File: config.mk
export PLATFORM = sky130hd
export DESIGN_NAME = membank_cfg_loader_flat
export DESIGN_NICKNAME = d
export VERILOG_FILES = /design/src/rtl/membank_cfg_pkg.sv /design/src/rtl/membank_cfg_loader_if.sv /design/src/rtl/membank_bl_shifter.sv /design/src/rtl/membank_cfg_loader.sv /design/src/flat_wrapper.sv
export SDC_FILE = /design/constraint.sdc
export NUM_CORES = 2
export LEC_CHECK = 0
export BUFFER_PORTS_ARGS = -buffer_cell sky130_fd_sc_hd__buf_2
export CAP_MARGIN = 20
export CORE_AREA = 3 3 364 366
export CTS_CLUSTER_DIAMETER = 60
export DETAILED_ROUTE_END_ITERATION = 12
export DIE_AREA = 0 0 367 369
export GPL_TIMING_DRIVEN = 0
export PLACE_DENSITY_LB_ADDON = 0.05
export RECOVER_POWER = 25
export SYNTH_ARGS = -nofsm -noshare
export SYNTH_HDL_FRONTEND = slang
export SYNTH_SLANG_ARGS = --single-unit
File: constraint.sdc
create_clock -name clk -period 2.5 [get_ports clk]
set_input_delay 0.375 -clock clk [delete_from_list [all_inputs] [get_ports clk]]
set_output_delay 0.375 -clock clk [all_outputs]
set_load 0.02 [all_outputs]
File: src/rtl/membank_cfg_pkg.sv
// Shared types and constants for the memory-bank configuration loader.
// The state encoding and the pulse counter width are common to the top and the bench.
package membank_cfg_pkg;

  typedef enum logic [2:0] {
    IDLE  = 3'd0,
    SHIFT = 3'd1,
    PULSE = 3'd2,
    GAP   = 3'd3,
    DONE  = 3'd4
  } state_t;

  // Wide enough for the largest permitted word-line pulse length of 15 cycles
  localparam int PULSE_CNT_W = 4;

endpackage

File: src/rtl/membank_cfg_loader_if.sv
// Configuration stream handshake between a bitstream source and the loader.
// The master drives start and the serial data; the slave answers with cfg_ready.
interface membank_cfg_loader_if;
  logic start;
  logic cfg_data;
  logic cfg_valid;
  logic cfg_ready;

  modport master (output start, output cfg_data, output cfg_valid, input cfg_ready);
  modport slave  (input start, input cfg_data, input cfg_valid, output cfg_ready);
endinterface

File: src/rtl/membank_bl_shifter.sv
// Serial-in/parallel-out bit-line register; the first bit shifted in ends at bl[0].
// Contents only move when load_en is high, so bl holds between rows.
module membank_bl_shifter #(
  parameter int BL_WIDTH = 514
) (
  input  logic                clk,
  input  logic                rst_n,
  input  logic                load_en,
  input  logic                din,
  output logic [0:BL_WIDTH-1] bl
);

  // New bits enter at the high index and migrate toward bl[0]
  always_ff @(posedge clk or negedge rst_n) begin
    if (!rst_n) begin
      bl <= '0;
    end else if (load_en) begin
      for (int i = 0; i < BL_WIDTH - 1; i++) begin
        bl[i] <= bl[i+1];
      end
      bl[BL_WIDTH-1] <= din;
    end
  end

endmodule

File: src/rtl/membank_cfg_loader.sv
// Loads a memory bank row by row: shifts in one row of bit-line data, then pulses
// that row's word line for WL_PULSE cycles followed by a single quiet gap cycle.
module membank_cfg_loader
  import membank_cfg_pkg::*;
#(
  parameter int BL_WIDTH = 514,
  parameter int WL_WIDTH = 407,
  parameter int WL_PULSE = 2
) (
  input  logic                  clk,
  input  logic                  global_resetn,
  membank_cfg_loader_if.slave   cfg,
  output logic [0:BL_WIDTH-1]   bl,
  output logic [0:WL_WIDTH-1]   wl,
  output logic                  busy,
  output logic                  done
);

  localparam int BW = (BL_WIDTH > 1) ? $clog2(BL_WIDTH) : 1;
  localparam int RW = (WL_WIDTH > 1) ? $clog2(WL_WIDTH) : 1;
  localparam logic [BW-1:0]          BIT_LAST   = BW'(BL_WIDTH - 1);
  localparam logic [RW-1:0]          ROW_LAST   = RW'(WL_WIDTH - 1);
  localparam logic [PULSE_CNT_W-1:0] PULSE_LAST = PULSE_CNT_W'(WL_PULSE - 1);

  state_t                 state;
  state_t                 next_state;
  logic [BW-1:0]          bit_cnt;
  logic [RW-1:0]          row;
  logic [PULSE_CNT_W-1:0] pulse_cnt;
  logic                   xfer;

  assign xfer = (state == SHIFT) && cfg.cfg_valid;

  membank_bl_shifter #(.BL_WIDTH(BL_WIDTH)) u_shifter (
    .clk     (clk),
    .rst_n   (global_resetn),
    .load_en (xfer),
    .din     (cfg.cfg_data),
    .bl      (bl)
  );

  always_comb begin
    next_state    = state;
    cfg.cfg_ready = 1'b0;
    busy          = 1'b0;
    case (state)
      IDLE, DONE: if (cfg.start) next_state = SHIFT;
      SHIFT: begin
        cfg.cfg_ready = 1'b1;
        busy          = 1'b1;
        if (xfer && bit_cnt == BIT_LAST) next_state = PULSE;
      end
      PULSE: begin
        busy = 1'b1;
        if (pulse_cnt == PULSE_LAST) next_state = GAP;
      end
      GAP: begin
        busy       = 1'b1;
        next_state = (row == ROW_LAST) ? DONE : SHIFT;
      end
      default: next_state = IDLE;
    endcase
  end

  always_ff @(posedge clk or negedge global_resetn) begin
    if (!global_resetn) begin
      state     <= IDLE;
      bit_cnt   <= '0;
      row       <= '0;
      pulse_cnt <= '0;
      done      <= 1'b0;
    end else begin
      state <= next_state;
      case (state)
        IDLE, DONE: begin
          if (cfg.start) begin
            bit_cnt   <= '0;
            row       <= '0;
            pulse_cnt <= '0;
            done      <= 1'b0;
          end
        end
        SHIFT: begin
          pulse_cnt <= '0;
          if (xfer) bit_cnt <= (bit_cnt == BIT_LAST) ? '0 : bit_cnt + 1'b1;
        end
        PULSE: pulse_cnt <= pulse_cnt + 1'b1;
        GAP: begin
          pulse_cnt <= '0;
          if (row == ROW_LAST) done <= 1'b1;
          else                 row  <= row + 1'b1;
        end
        default: ;
      endcase
    end
  end

  // Word lines come straight from flops, so the strobe cannot glitch
  always_ff @(posedge clk or negedge global_resetn) begin
    if (!global_resetn) begin
      wl <= '0;
    end else begin
      wl <= '0;
      if (next_state == PULSE) wl[row] <= 1'b1;
    end
  end

endmodule
File: src/flat_wrapper.sv
// flat-port wrapper written by rule: the top's interface ports become plain ports
module membank_cfg_loader_flat import membank_cfg_pkg::*;
#(
  parameter int BL_WIDTH = 514,
  parameter int WL_WIDTH = 407,
  parameter int WL_PULSE = 2
)
  (clk, global_resetn, bl, wl, busy, done, cfg_start, cfg_cfg_data, cfg_cfg_valid, cfg_cfg_ready);
  membank_cfg_loader_if cfg_i ();
  input  logic clk;
  input  logic global_resetn;
  output logic [0:BL_WIDTH-1] bl;
  output logic [0:WL_WIDTH-1] wl;
  output logic busy;
  output logic done;
  input wire logic [$bits(cfg_i.start)-1:0] cfg_start;
  input wire logic [$bits(cfg_i.cfg_data)-1:0] cfg_cfg_data;
  input wire logic [$bits(cfg_i.cfg_valid)-1:0] cfg_cfg_valid;
  output wire logic [$bits(cfg_i.cfg_ready)-1:0] cfg_cfg_ready;
  assign cfg_i.start = cfg_start;
  assign cfg_i.cfg_data = cfg_cfg_data;
  assign cfg_i.cfg_valid = cfg_cfg_valid;
  assign cfg_cfg_ready = cfg_i.cfg_ready;
  membank_cfg_loader #(.BL_WIDTH(BL_WIDTH), .WL_WIDTH(WL_WIDTH), .WL_PULSE(WL_PULSE)) u_core (.clk(clk), .global_resetn(global_resetn), .cfg(cfg_i), .bl(bl), .wl(wl), .busy(busy), .done(done));
endmodule
### After elaboration in Yosys (flattened, before gate mapping)

Cells that the tools add are included.

| word-level totals | value |
|---|---|
| bits in registers | 948 |
| latch bits | 0 |
| memory bits (writable) | 0 |
| memory bits (read-only) | 0 |
| input bits | 5 |
| output and inout port bits | 924 |
| memories | 0 |

| operators by class | value |
|---|---|
| $add $sub $neg | 3 |
| multiply operators | 0 |
| div/mod/pow operators | 0 |
| $lt $le $gt $ge | 2 |
| equal/unequal tests | 12 |
| shift operators | 0 |
| multiplexer cells | 22 |
| bitwise operators | 1 |
| reductions and logical operators | 14 |

Operator list:

| cell | count |
|---|---|
| $mux W407 | 1 |
| $mux W10 | 3 |
| $pmux W10 S2 | 1 |
| $mux W9 | 2 |
| $pmux W9 S2 | 1 |
| $mux W3 | 4 |
| $pmux W3 S4 | 1 |
| $pmux W4 S3 | 1 |
| $add A10 B1 Y10 const B | 1 |
| $eq A10 B10 Y1 const B | 1 |
| $ge A10 B10 Y1 const B | 1 |
| $lt A10 B1 Y1 const B | 1 |
| $not A9 Y10 | 1 |
| $add A9 B1 Y9 const B | 1 |
| $demux W1 S9 | 1 |
| $eq A3 B2 Y1 const B | 3 |
| $eq A9 B9 Y1 const B | 1 |
| $reduce_and A3 Y1 | 3 |
| $mux W1 | 5 |
| $add A4 B1 Y4 const B | 1 |
| $eq A4 B1 Y1 const B | 1 |
| $mux W4 | 1 |
| $ne A2 B1 Y1 const B | 2 |
| $ne A2 B2 Y1 const B | 2 |
| 10 further kinds | 14 |

### Depth between registers and ports, before layout

| depth | value |
|---|---|
| depth in word-level cells | 7 |
| mapped depth | 9 |
| mapped depth without buffers | 6 |

### Modules after synthesis

Synthesis repeated with hierarchy kept, for this count alone.

| second synthesis, totals | value |
|---|---|
| cell total of the unflattened synthesis | 2350 |
| area, all modules | 34770.8 µm² |

By module, submodules not included:

| module | times used | cells each | area each (µm²) | sequential area each (µm²) |
|---|---|---|---|---|
| membank_bl_shifter | 1 | 1085 | 19261.0 | 12862.3 |
| membank_cfg_loader | 1 | 1265 | 15509.9 | 10860.4 |

### Least setup slack after synthesis

Ideal clock, no wire load.

| path | value |
|---|---|
| path type | flip-flop to flip-flop |
| start | register u_core.bit_cnt[1] |
| end | register u_core.wl[131] (netlist name) |
| library setup time | 0.101 ns |
| data arrival time | 2.092 ns |
| data required time | 2.399 ns |
| slack | 0.307 ns |
| cell stages (with the launch flop) | 9 |
| period minus slack after synthesis | 2.193 ns |
| cell sequence | dfrtp_1 inv_1 ha_1 or3b_2 nor4_4 nor2_1 buf_2 buf_2 nor4_1 |

| between the ends | value |
|---|---|
| cells in the longest elaborated chain, start to end | 6 |

RTL lines:

| element | RTL line | source |
|---|---|---|
| start: declaration | membank_cfg_loader.sv:27 | `logic [BW-1:0] bit_cnt;` |
| start signal: assignment | membank_cfg_loader.sv:85 | `if (xfer) bit_cnt <= (bit_cnt == BIT_LAST) ? '0 : bit_cnt + 1'b1;` |
| $eq A10 B10 Y1 | membank_cfg_loader.sv:51 | `if (xfer && bit_cnt == BIT_LAST) next_state = PULSE;` |
| $logic_and A1 B1 Y1 | membank_cfg_loader.sv:51 |  |
| $mux W3 | membank_cfg_loader.sv:51 |  |
| $pmux W3 S4 | membank_cfg_loader.sv:46 | `case (state)` |
| $eq A3 B2 Y1 | membank_cfg_loader.sv:104 | `if (next_state == PULSE) wl[row] <= 1'b1;` |
| $mux W407 | membank_cfg_loader.sv:104 |  |
| end signal: assignment | membank_cfg_loader.sv:101 | `wl <= '0;` |
| end signal: assignment | membank_cfg_loader.sv:103 | `wl <= '0;` |
| end signal: indexed assignment | membank_cfg_loader.sv:104 |  |
| end: declaration | membank_cfg_loader.sv:14 | `output logic [0:WL_WIDTH-1] wl,` |

No other way between the ends.
A chain may end at the register's enable or synchronous reset.

### Worst setup path in the final report

| path | value |
|---|---|
| start | register u_core.bit_cnt[7] |
| end | register u_core.wl[158] (netlist name) |

The elaborated chain is that of the path after synthesis.

==> flow_summary.ini <==
[status]
status = finished, violations left
failed_checks = hold timing

[placement]
hpwl_um = 118000
dpl.cell_count = 6375
io_buffer_count = 928
placement.setup.worst_slack_ps = -1370
gp_congestion = 0.802

[global_route]
antenna_found_initial = 2
wire_length_of_the_first_global_routing_pass_um = 227000
use_met3_pct = 7.92
first_global_vias = 30500
globalRoute.busiestLayer = met2
grt_max_degree = 148
grt_util_all_layers_pct = 22.8
global_route_track_usage_on_met1_pct = 27.0
met2_usage_pct = 38.9
globalRouteOverflowTotal = 0

[timing]
layout_min_cycle_time_ps = 2490
hold_ws_ps = -440
slew_headroom_pct = 9.33
timing_hold_violations_final = 94
worst-slew-pin-transition_ps = 1360
final_max_slew_viol_count = 0
post-route-worst-setup-slack_ps = 10.7
grt_setup_unrepaired = true
max_clock_freq_ghz = 0.402
setup_viol = 0
fin_crit_sh_pct = 99.6
worst_clock_skew_ps = 28.9
timing.setup.tns_ps = 0

[yosys]
ys_async_sr_fraction_pct = 100
synth_edf_count = 0
synth.ff_latch_count = 948
synth-warning-count = 0
post_synth.cell_area_avg_sq_um = 9.69
syn-cell-area_sq_um = 35800
distinct_cell_type_count_of_the_synthesized_netlist = 49
synth.net_count = 3707
ys_seq_area_share_pct = 66.3
synthCells = 3694
synthFlopType = sky130_fd_sc_hd__dfrtp_1

[cts]
clock_tree.root_cell = sky130_fd_sc_hd__clkbuf_16
cts.path.max_buffers = 3
cts-buffers-inserted = 118
clkTransAtPathRegs_ps = 50
clk-insertion-delay-late_ps = 720
cts.sink_count = 948
tritoncts = built
cts-htree-levels = 3
cts_hold_repair.buffers = 1

[worst_setup_path]
critical_path.reg2reg.startpoint = u_core.bit_cnt[7]
data_arrival_time_of_the_worst_path_ps = 3070
type_of_element_capturing_the_critical_path = register
r2r_slack_ps = 10
critical_path.reg2reg.endpoint = u_core.wl[158]
timing_worst_setup_path_type = register to register
required_time_of_the_worst_setup_path_ps = 3080
timing.critical_path.fanout_max = 10
setup.worst_path.start_class = register
worst_r2r_path_depth = 7

[final_layout]
layout_commonest_cell = sky130_fd_sc_hd__nand2_1
layout-area-overhead-vs-synth_pct = 34.4
filler_cell_count = 13500
drive_gt1_share_pct = 30.3
layoutNonFillerInstCount = 6591
n_antenna_cell = 0
final_net_count = 4771
layout.cells.most_common_list = 1598 x sky130_fd_sc_hd__nand2_1, 955 x sky130_fd_sc_hd__buf_2, 946 x sky130_fd_sc_hd__dfrtp_1, 183 x sky130_fd_sc_hd__nor3_1, 158 x sky130_fd_sc_hd__clkbuf_1

[drt]
drc = 0
first_pass_iters = 5
drt-vias-per-instance = 4.64
routed-via-count = 30600
detail-route-antenna-nets = 0
avgRoutedWirePerCell_um = 24.0
drt-total-wl_um = 158000
drt_iter0_drc = 1871

[pwr]
power.leakage_nw = 26.3
ir_drop_mv = 0.573
totalPowerFinal_mw = 35.2
power_density_nw_per_um2 = 732

[floorplan]
chip_height_um = 369
rows = 132
start_util_pct = 27.6
design.die.area_sq_um = 135000
io_pins = 929
fp.coreArea_sq_um = 129000
floorplan.die.width_um = 367

[flow_run]
maxCapViolations = 0

[hold_path]
hold_class = input pin to asynchronous set/reset pin
cell type report:
type | count | area, sq um | area share, %
Buffer | 294 | 1470 | 3.06
Tap cell | 1742 | 2180 | 4.53
Clock buffer | 171 | 3400 | 7.08
Multi-Input combinational cell | 2424 | 11800 | 24.5
Inverter | 11 | 41.3 | 0.0859
Sequential cell | 948 | 23700 | 49.3
Timing Repair Buffer | 961 | 5050 | 10.5
Clock inverter | 40 | 439 | 0.913
synth_stat cells (3+ instances only):
master | instances | share of area (%)
sky130_fd_sc_hd__a21oi_1 | 7 | 0.098
sky130_fd_sc_hd__and2_1 | 12 | 0.21
sky130_fd_sc_hd__and3_1 | 5 | 0.087
sky130_fd_sc_hd__and3b_1 | 3 | 0.073
sky130_fd_sc_hd__buf_1 | 28 | 0.29
sky130_fd_sc_hd__buf_2 | 46 | 0.64
sky130_fd_sc_hd__clkbuf_1 | 237 | 2.5
sky130_fd_sc_hd__dfrtp_1 | 948 | 66
sky130_fd_sc_hd__ha_1 | 8 | 0.28
sky130_fd_sc_hd__inv_1 | 11 | 0.12
sky130_fd_sc_hd__nand2_1 | 1605 | 17
sky130_fd_sc_hd__nand2b_1 | 3 | 0.052
sky130_fd_sc_hd__nand3_1 | 69 | 0.96
sky130_fd_sc_hd__nand3b_1 | 10 | 0.21
sky130_fd_sc_hd__nand4_1 | 103 | 1.8
sky130_fd_sc_hd__nor2_1 | 43 | 0.45
sky130_fd_sc_hd__nor2b_1 | 9 | 0.16
sky130_fd_sc_hd__nor3_1 | 257 | 3.6
sky130_fd_sc_hd__nor4_1 | 187 | 3.3
sky130_fd_sc_hd__o211ai_1 | 15 | 0.31
sky130_fd_sc_hd__o21ai_0 | 37 | 0.52
sky130_fd_sc_hd__o21ai_1 | 3 | 0.042
sky130_fd_sc_hd__o21bai_1 | 3 | 0.063
sky130_fd_sc_hd__o31ai_1 | 4 | 0.084
sky130_fd_sc_hd__or3b_2 | 3 | 0.073
sky130_fd_sc_hd__xnor2_1 | 6 | 0.15
sky130_fd_sc_hd__xor2_1 | 4 | 0.098
sequential cells by signal, summed over array words and instances (netlist names):
name                 count
u_core.pulse_cnt         4
u_core.u_shifter.bl    514
u_core.done              1
u_core.wl              407
u_core.bit_cnt          10
u_core.state             3
u_core.row               9
worst max-delay path: stages (launching register included):
cell and delay (ps):
sky130_fd_sc_hd__dfrtp_1 420, sky130_fd_sc_hd__or4b_4 580, sky130_fd_sc_hd__nor4_4 290, sky130_fd_sc_hd__buf_4 170, sky130_fd_sc_hd__nor2_4 80, sky130_fd_sc_hd__buf_12 190
sky130_fd_sc_hd__buf_6 160, sky130_fd_sc_hd__nor4_4 440
where the power goes:
| group | leakage (nW) | internal, mW | switching (mW) |
|---|---|---|---|
| clock | 1.89 | 10.1 | 6.92 |
| sequential | 13.2 | 15.5 | 0.145 |
| combinational | 11.2 | 0.486 | 2.02 |
| total | 26.3 | 26.1 | 9.08 |
logic make-up after synthesis:
logic type               Yosys count  share of synthesized area, %
adder cells (fa/ha/maj)            8                         0.280
XOR/XNOR                          10                         0.245
AND/OR/NAND/NOR                 2325                          28.2
multiplexers                       1                        0.0280
buffers and inverters            322                          3.54
flip-flops                       948                          66.3
AO/OA/AOI/OAI                     80                          1.40
per-stage QoR:
step / area, sq um / utilization, %
floorplan: 35800 / -
global placement: 42600 / 32.9
detailed placement: 42900 / 33.1
CTS: 47500 / 36.7
global route: 48100 / 37.1
finish: 48100 / 37.1
worst max path at each step:
stage / start / endpoint / cells after the start
after global placement: global_resetn / u_core.u_shifter.bl[407] / 1
after detailed placement: u_core.bit_cnt[0] / u_core.wl[158] / 7
after CTS: u_core.bit_cnt[1] / u_core.wl[158] / 8
after floorplan: u_core.bit_cnt[1] / u_core.wl[131] / 8
final: u_core.bit_cnt[7] / u_core.wl[158] / 7
after global routing: u_core.row[5] / u_core.wl[67] / 6
timing repair:
| item | CTS | global route |
|---|---|---|
| cloned | 0 | 1 |
| setup endpoints to repair | 939 | 489 |
| buffers inserted | 14 | 6 |
| pin swaps | 12 | 8 |
| gates resized for setup | 215 | 241 |
| hold endpoints to repair | 87 | 86 |
routing by layer:
| layer | vias up | wire [um] |
|---|---|---|
| li1 | 14200 | - |
| met2 | 919 | 78300 |
| met1 | 15200 | 61700 |
| met3 | 244 | 12900 |
| met4 | 0 | 5200 |
| met5 | - | 0 |
Power figures use the tool's default switching activity.
